## src/rtl/perf_counter_bank.sv

```systemverilog
// Eight saturating event counters (I/D/L1 port accesses and busy cycles, branches) with store-to-clear.
// Latency: events at edge n are visible after edge n; no input-to-output combinational path.
module perf_counter_bank #(
    parameter int CNT_WIDTH    = 32,
    parameter int WINDOW_BYTES = 32
) (
    input  logic        clk,
    input  logic        rst,
    input  logic        instr_read,
    input  logic        instr_resp,
    input  logic        data_read,
    input  logic        data_write,
    input  logic        data_resp,
    input  logic        l1_read,
    input  logic        l1_write,
    input  logic        l1_resp,
    input  logic        br_valid,
    input  logic        br_mispredict,
    input  logic        pipe_advance,
    input  logic        ctr_store,
    input  logic [31:0] ctr_addr,
    output logic [31:0] num_instr_access,
    output logic [31:0] num_data_access,
    output logic [31:0] num_l1_access,
    output logic [31:0] instr_cycles,
    output logic [31:0] data_cycles,
    output logic [31:0] l1_cycles,
    output logic [31:0] num_predictions,
    output logic [31:0] num_mispredictions
);

    typedef enum logic {IDLE, BUSY} port_state_t;

    localparam logic [CNT_WIDTH-1:0] CNT_MAX = '1;

    port_state_t          state [3];
    logic [CNT_WIDTH-1:0] cnt   [8];
    logic [2:0]           req;
    logic [2:0]           resp;
    logic [7:0]           inc;
    logic                 clear_hit;
    logic [2:0]           clear_idx;

    // Port order matches counter order: 0 = I-cache, 1 = D-cache, 2 = L1.
    assign req  = {l1_read | l1_write, data_read | data_write, instr_read};
    assign resp = {l1_resp, data_resp, instr_resp};

    // A new access is only counted from IDLE; every requesting cycle is a busy cycle.
    always_comb begin
        inc = '0;
        for (int p = 0; p < 3; p++) begin
            inc[p]     = req[p] && (state[p] == IDLE);
            inc[p + 3] = req[p];
        end
        inc[6] = br_valid & pipe_advance;
        inc[7] = br_valid & br_mispredict & pipe_advance;
    end

    assign clear_hit = ctr_store & pipe_advance & (ctr_addr < 32'(WINDOW_BYTES));
    assign clear_idx = ctr_addr[4:2];

    always_ff @(posedge clk) begin
        if (rst) begin
            for (int p = 0; p < 3; p++) state[p] <= IDLE;
            for (int i = 0; i < 8; i++) cnt[i] <= '0;
        end else begin
            // Stay BUSY only while the request is held and no response has arrived.
            for (int p = 0; p < 3; p++)
                state[p] <= (req[p] && !resp[p]) ? BUSY : IDLE;
            for (int i = 0; i < 8; i++) begin
                if (clear_hit && clear_idx == 3'(i))
                    cnt[i] <= '0;
                else if (inc[i] && cnt[i] != CNT_MAX)
                    cnt[i] <= cnt[i] + 1'b1;
            end
        end
    end

    assign num_instr_access   = 32'(cnt[0]);
    assign num_data_access    = 32'(cnt[1]);
    assign num_l1_access      = 32'(cnt[2]);
    assign instr_cycles       = 32'(cnt[3]);
    assign data_cycles        = 32'(cnt[4]);
    assign l1_cycles          = 32'(cnt[5]);
    assign num_predictions    = 32'(cnt[6]);
    assign num_mispredictions = 32'(cnt[7]);

endmodule

```

## config.mk

```make
export PLATFORM = sky130hd
export DESIGN_NAME = perf_counter_bank
export DESIGN_NICKNAME = d
export VERILOG_FILES = /design/src/rtl/perf_counter_bank.sv
export SDC_FILE = /design/constraint.sdc
export NUM_CORES = 1
export LEC_CHECK = 0
export CELL_PAD_IN_SITES_DETAIL_PLACEMENT = 1
export CELL_PAD_IN_SITES_GLOBAL_PLACEMENT = 2
export CORE_AREA = 8 8 210 212
export CTS_CLUSTER_SIZE = 25
export DETAILED_ROUTE_END_ITERATION = 10
export DIE_AREA = 0 0 218 220
export PLACE_DENSITY = 0.87
export SLEW_MARGIN = 10
export SYNTH_ARGS = -nofsm -noshare
export SYNTH_HDL_FRONTEND = slang
export SYNTH_SLANG_ARGS = --single-unit
```

## constraint.sdc

```tcl
create_clock -name clk -period 5.71 [get_ports clk]
set_input_delay 1.142 -clock clk [delete_from_list [all_inputs] [get_ports clk]]
set_output_delay 1.142 -clock clk [all_outputs]
set_load 0.01 [all_outputs]
```

# Word-level counts from Yosys, hierarchy flattened
# Memory sizes are Yosys's and may differ from the RTL's.
# Index checks and enable logic that the tools add are counted.
[word_totals] ff_bits=0 ramBits=259 in_bits=46 out_inout_bits=256 elab_cells=162 n_memories=2
[memory_table] memory="cnt" words=8 width=32 read_ports=8 rd_clocked_by_memory_dff=0 write_ports=8 line_no="37" text="logic [CNT_WIDTH-1:0] cnt [8];"
[memory_table] memory="state" words=3 width=1 read_ports=3 rd_clocked_by_memory_dff=0 write_ports=3 line_no="36" text="port_state_t state [3];"
[classes] n_addsub=8 n_lt_le_gt_ge=1 eq_ne=15 muxes=81 bitwise_logic=29 n_reduce_logical=26
[ops] cell="$mux W32" n=16
[ops] cell="$add A32 B1 Y32 const B" n=8
[ops] cell="$ne A32 B32 Y1 const B" n=8
[ops] cell="$mux W1" n=65
[ops] cell="$lt A32 B6 Y1 const B" n=1
[ops] cell="$logic_and A1 B1 Y1" n=22
[ops] cell="$or A1 B1 Y1" n=21
[ops] cell="$eq A3 B3 Y1 const B" n=4
[ops] cell="$eq A3 B2 Y1 const B" n=2
[ops] cell="$and A1 B1 Y1" n=5
[ops] cell="$eq A3 B1 Y1 const B" n=1
[ops] cell="$logic_not A1 Y1" n=3
[ops] cell="$logic_not A3 Y1" n=1
[ops] cell="$not A1 Y1" n=3

# Depth between registers and ports, before layout
[depth] depth_word=8 mapped_depth=8 depth_no_buf=6

# Worst setup path after synthesis
# Ideal clock, no wire load.
[synth_path] kind="input -> register" startpoint="input port instr_read" endpoint="memory cnt[3][4] (netlist: cnt[0][100]) (enable)" setup_time_ps=466 arrival_ps=3460 required_time_ps=5244 setup_slack_ps=1785 stages=2 cell_sequence="inv_1 -> o21ai_0"
[synth_lines] element="start: declaration" line_no="9" text="input logic instr_read,"
[synth_lines] element="end: declaration" line_no="37"

==> PnR_summary.wiki <==
{| class="wikitable"
! Metric !! Value
|-
| Run status || completed
|-
| GRT Resource Usage Total || 17.4%
|-
| Critical path startpoint category || input port
|-
| Total number of clock tree sinks || about 260
|-
| Vias in the first global route || ~12,000
|-
| Clock-pin slew on the worst setup and hold paths || 50 ps
|-
| Max FO, Critical Path || 32
|-
| Synthesized Nets || between 1,000 and 1,500
|-
| Netlist Area Pre-Place || between 10,000 and 15,000 µm²
|-
| Post-synth EDFFs || about 260
|-
| Post-Synth Adder-Cell Area || 0.708%
|-
| Via total after detailed routing || about 11,000
|-
| GP Congestion || about 0.79
|-
| Die Area || roughly 48,000 µm²
|-
| Simple-gate share of the synthesized area || between 20% and 30%
|-
| Final total negative setup slack || 0 ps
|-
| Number of buffers added for setup after CTS || 0
|-
| Yosys warning total || 0
|-
| CTS H-tree depth || 2
|-
| Post-Synthesis Cells || between 1,000 and 1,500
|-
| Die Y || ~220 µm
|-
| Multiplexer share of the synthesized area || 0%
|-
| Worst skew pair latency || 520 ps
|-
| Layout cell share with drive strength beyond 1 || 4.83%
|-
| Final Hold Violating Endpoints || 0
|-
| Critical Path Slowest Stage Cell || or4_1
|-
| Final #Nets || between 1,500 and 2,000
|-
| Crit path capture type || flip-flop
|-
| Fmax achieved || between 200 and 300 MHz
|-
| Most frequently used flop master after synthesis || edfxtp_1
|-
| Fraction of the yosys area taken by sequential cells || a little over half
|-
| P_leak || 6.20 nW
|-
| Site Rows || 74
|-
| Final WL || roughly 43,000 µm
|-
| Top-level port count || ~300
|-
| Initial antenna violation count || 2
|-
| Share of synthesized flip-flops with an asynchronous set or reset || 0%
|-
| Largest buffer count on any clock path || 3
|-
| Remaining global-route overflow || 0
|-
| Quantity of gates resized following cts || 0
|-
| Chip width || about 220 µm
|-
| Worst hold path class || flip-flop to flip-flop
|-
| Compound-gate portion of the synthesized area || ~1.7%
|-
| Number of design-rule violations left by the first detailed-router iteration || 660
|-
| Final min period || around 3700 ps
|-
| Port buffer count || about 300
|-
| WP data required || 5940 ps
|-
| Final setup violation count || 0
|-
| Total DRC errors in the routed layout || 0
|-
| CTS tree || built
|-
| Power per standard cell area || approximately 270 nW/µm²
|-
| Global-route wire length before repair || 67,700 µm
|-
| Setup CP Type || input port to flip-flop
|-
| Routed wire per std cell || between 15 and 20 µm
|-
| Setup repair after global routing missed its margin || false
|-
| Post-cts hold buffer count || 0
|-
| Placeable Area || just over 40,000 µm²
|-
| Critical path's largest stage delay || roughly 750 ps
|-
| Routed Antenna Nets || 0
|-
| Via count normalized by instance count || a little over 5
|-
| MaxCap Viol Count || 0
|-
| Pin count of the biggest net entering global routing || 33
|-
| Chain of cells forming the critical path || clkdlybuf4s50_1, nor4_1, nand4_1, or4_1, o211ai_4, nand3_1, buf_4
|-
| Worst rel slew slack || 12.3%
|-
| Layout Area Growth over Synthesis || 32.9%
|-
| Data arrival at the endpoint of the critical path || 3930 ps
|-
| Share of the clock period used by the worst path || between 60% and 70%
|-
| Maximum VDD drop || 0.000250 V
|-
| First-pass DRT Iterations || 4
|-
| Flop and latch count out of synthesis || about 260
|-
| Clock root cell || clkbuf_16
|-
| Starting density of the core || between 30% and 40%
|-
| Skew final || between 15 and 20 ps
|-
| Final Hold Slack || 622 ps
|-
| Largest family of logic cells by synthesized area || simple AND/OR/NAND/NOR gates
|-
| Slew at the pin closest to its max-slew limit || around 1300 ps
|-
| Overall power || 0.00513 W
|-
| Post-synthesis area per instance || approximately 10 µm²
|-
| Library cells used by synthesis || 42
|-
| CTS Buf Count || 34
|-
| Count of pins over their slew limit || 0
|-
| Final HPWL DP || between 30,000 and 40,000 µm
|-
| Xor and xnor fraction of the mapped netlist area || 14.2%
|}
critical path: cells and delay by family:
family                 cells  cell delay (ps)
buffers and inverters      2              700
and+or+nand+nor            4             1610
AOI/OAI and AO/OA          1              430
final cells by class:
| cell class | count | area [µm²] |
|---|---|---|
| Antenna cell | 2 | 5.00 |
| Clock buffer | 46 | 927 |
| Clock inverter | 12 | 108 |
| Fill cell | 4513 | 21800 |
| Inverter | 33 | 124 |
| Multi-Input combinational cell | 1028 | 6040 |
| Sequential cell | 259 | 7750 |
| Tap cell | 532 | 666 |
| Timing Repair Buffer | 320 | 3150 |
synth_stat cells (2+ instances only):
cell	number	area, µm²
ha_1	8	100
nand3_1	100	500
nor2_1	306	1150
o211ai_4	2	42.5
nor4_2	4	50.1
or3_1	12	75.1
nand4_1	86	538
nor3_1	44	220
xnor2_1	104	911
a21oi_1	10	50.1
or4_1	5	37.5
and4_1	19	166
and3_1	42	263
edfxtp_1	256	7690
clkbuf_1	16	60.1
a41oi_1	2	17.5
and2_1	11	68.8
nor4_1	25	156
xor2_1	125	1090
buf_2	18	90.1
nand2b_1	2	12.5
o211ai_1	4	30.0
dfxtp_1	3	60.1
or4_2	2	17.5
buf_6	7	78.8
nand4b_1	3	26.3
or2_2	2	12.5
o21ai_0	11	55.1
nor2b_1	2	12.5
inv_1	33	124
nand2_1	86	323
per-stage QoR:
step	cells	instance area, µm²	worst slack [ps]	utilization (%)
floorplan	1361	14100	1780	-
CTS	2230	18800	1920	46.3
detailed placement	2172	17700	1370	43.7
finish	2232	18800	2010	46.3
global route	2231	18800	1730	46.3
global placement	2172	17700	1370	43.7
layout by cell type (no fill, tap or decap), types with 3 or more instances in the layout:
cell type / instances
nand4_1: 86
inv_1: 33
nor2_1: 306
clkinv_1: 5
or4_1: 5
clkbuf_16: 35
o211ai_1: 4
nand3_1: 100
clkbuf_1: 10
edfxtp_1: 256
nor4_2: 6
o21ai_0: 10
buf_4: 21
xnor2_1: 104
nor4_1: 23
xor2_1: 125
or3_1: 12
and4_1: 19
nor3_1: 44
clkinv_2: 4
nand2_1: 86
and2_1: 11
clkdlybuf4s50_1: 299
dfxtp_1: 3
nand4b_1: 3
and3_1: 42
a21oi_1: 10
ha_1: 8
kinds of logic after synthesis:
family / count (synthesis)
xor+xnor: 229
flops: 259
fa+ha+maj: 8
compound gates: 34
simple gates: 757
buf+inv: 74
report_power, final:
| part | internal [W] | switching [W] |
|---|---|---|
| registers | 0.00225 | 0.000189 |
| clock network | 0.00122 | 0.000815 |
| logic | 0.000341 | 0.000306 |
| total | 0.00382 | 0.00131 |
worst paths after layout:
path / from / end / slack [ps] / depth (start not counted)
worst max-delay path: ctr_addr[12] / cnt[1][48] / 2010 / 7
worst min-delay path: cnt[0][96] / cnt[0][96] / 620 / 1
worst max register to register: cnt[0][64] / cnt[0][73] / 2340 / 7
worst min register to register: cnt[0][96] / cnt[0][96] / 620 / 1
metal layers:
metal | vias to the layer above | GRT usage (%) | wire length, µm
li1 | 5512 | - | -
met1 | 5694 | 21.7 | 18600
met2 | 227 | 29.4 | 21200
met3 | 49 | 4.33 | 2490
met4 | 2 | 5.17 | 808
met5 | - | 0 | 10
registers in the layout (all words and copies together) (netlist names):
register  cells
state         3
cnt         256
Power figures use the tool's default switching activity.
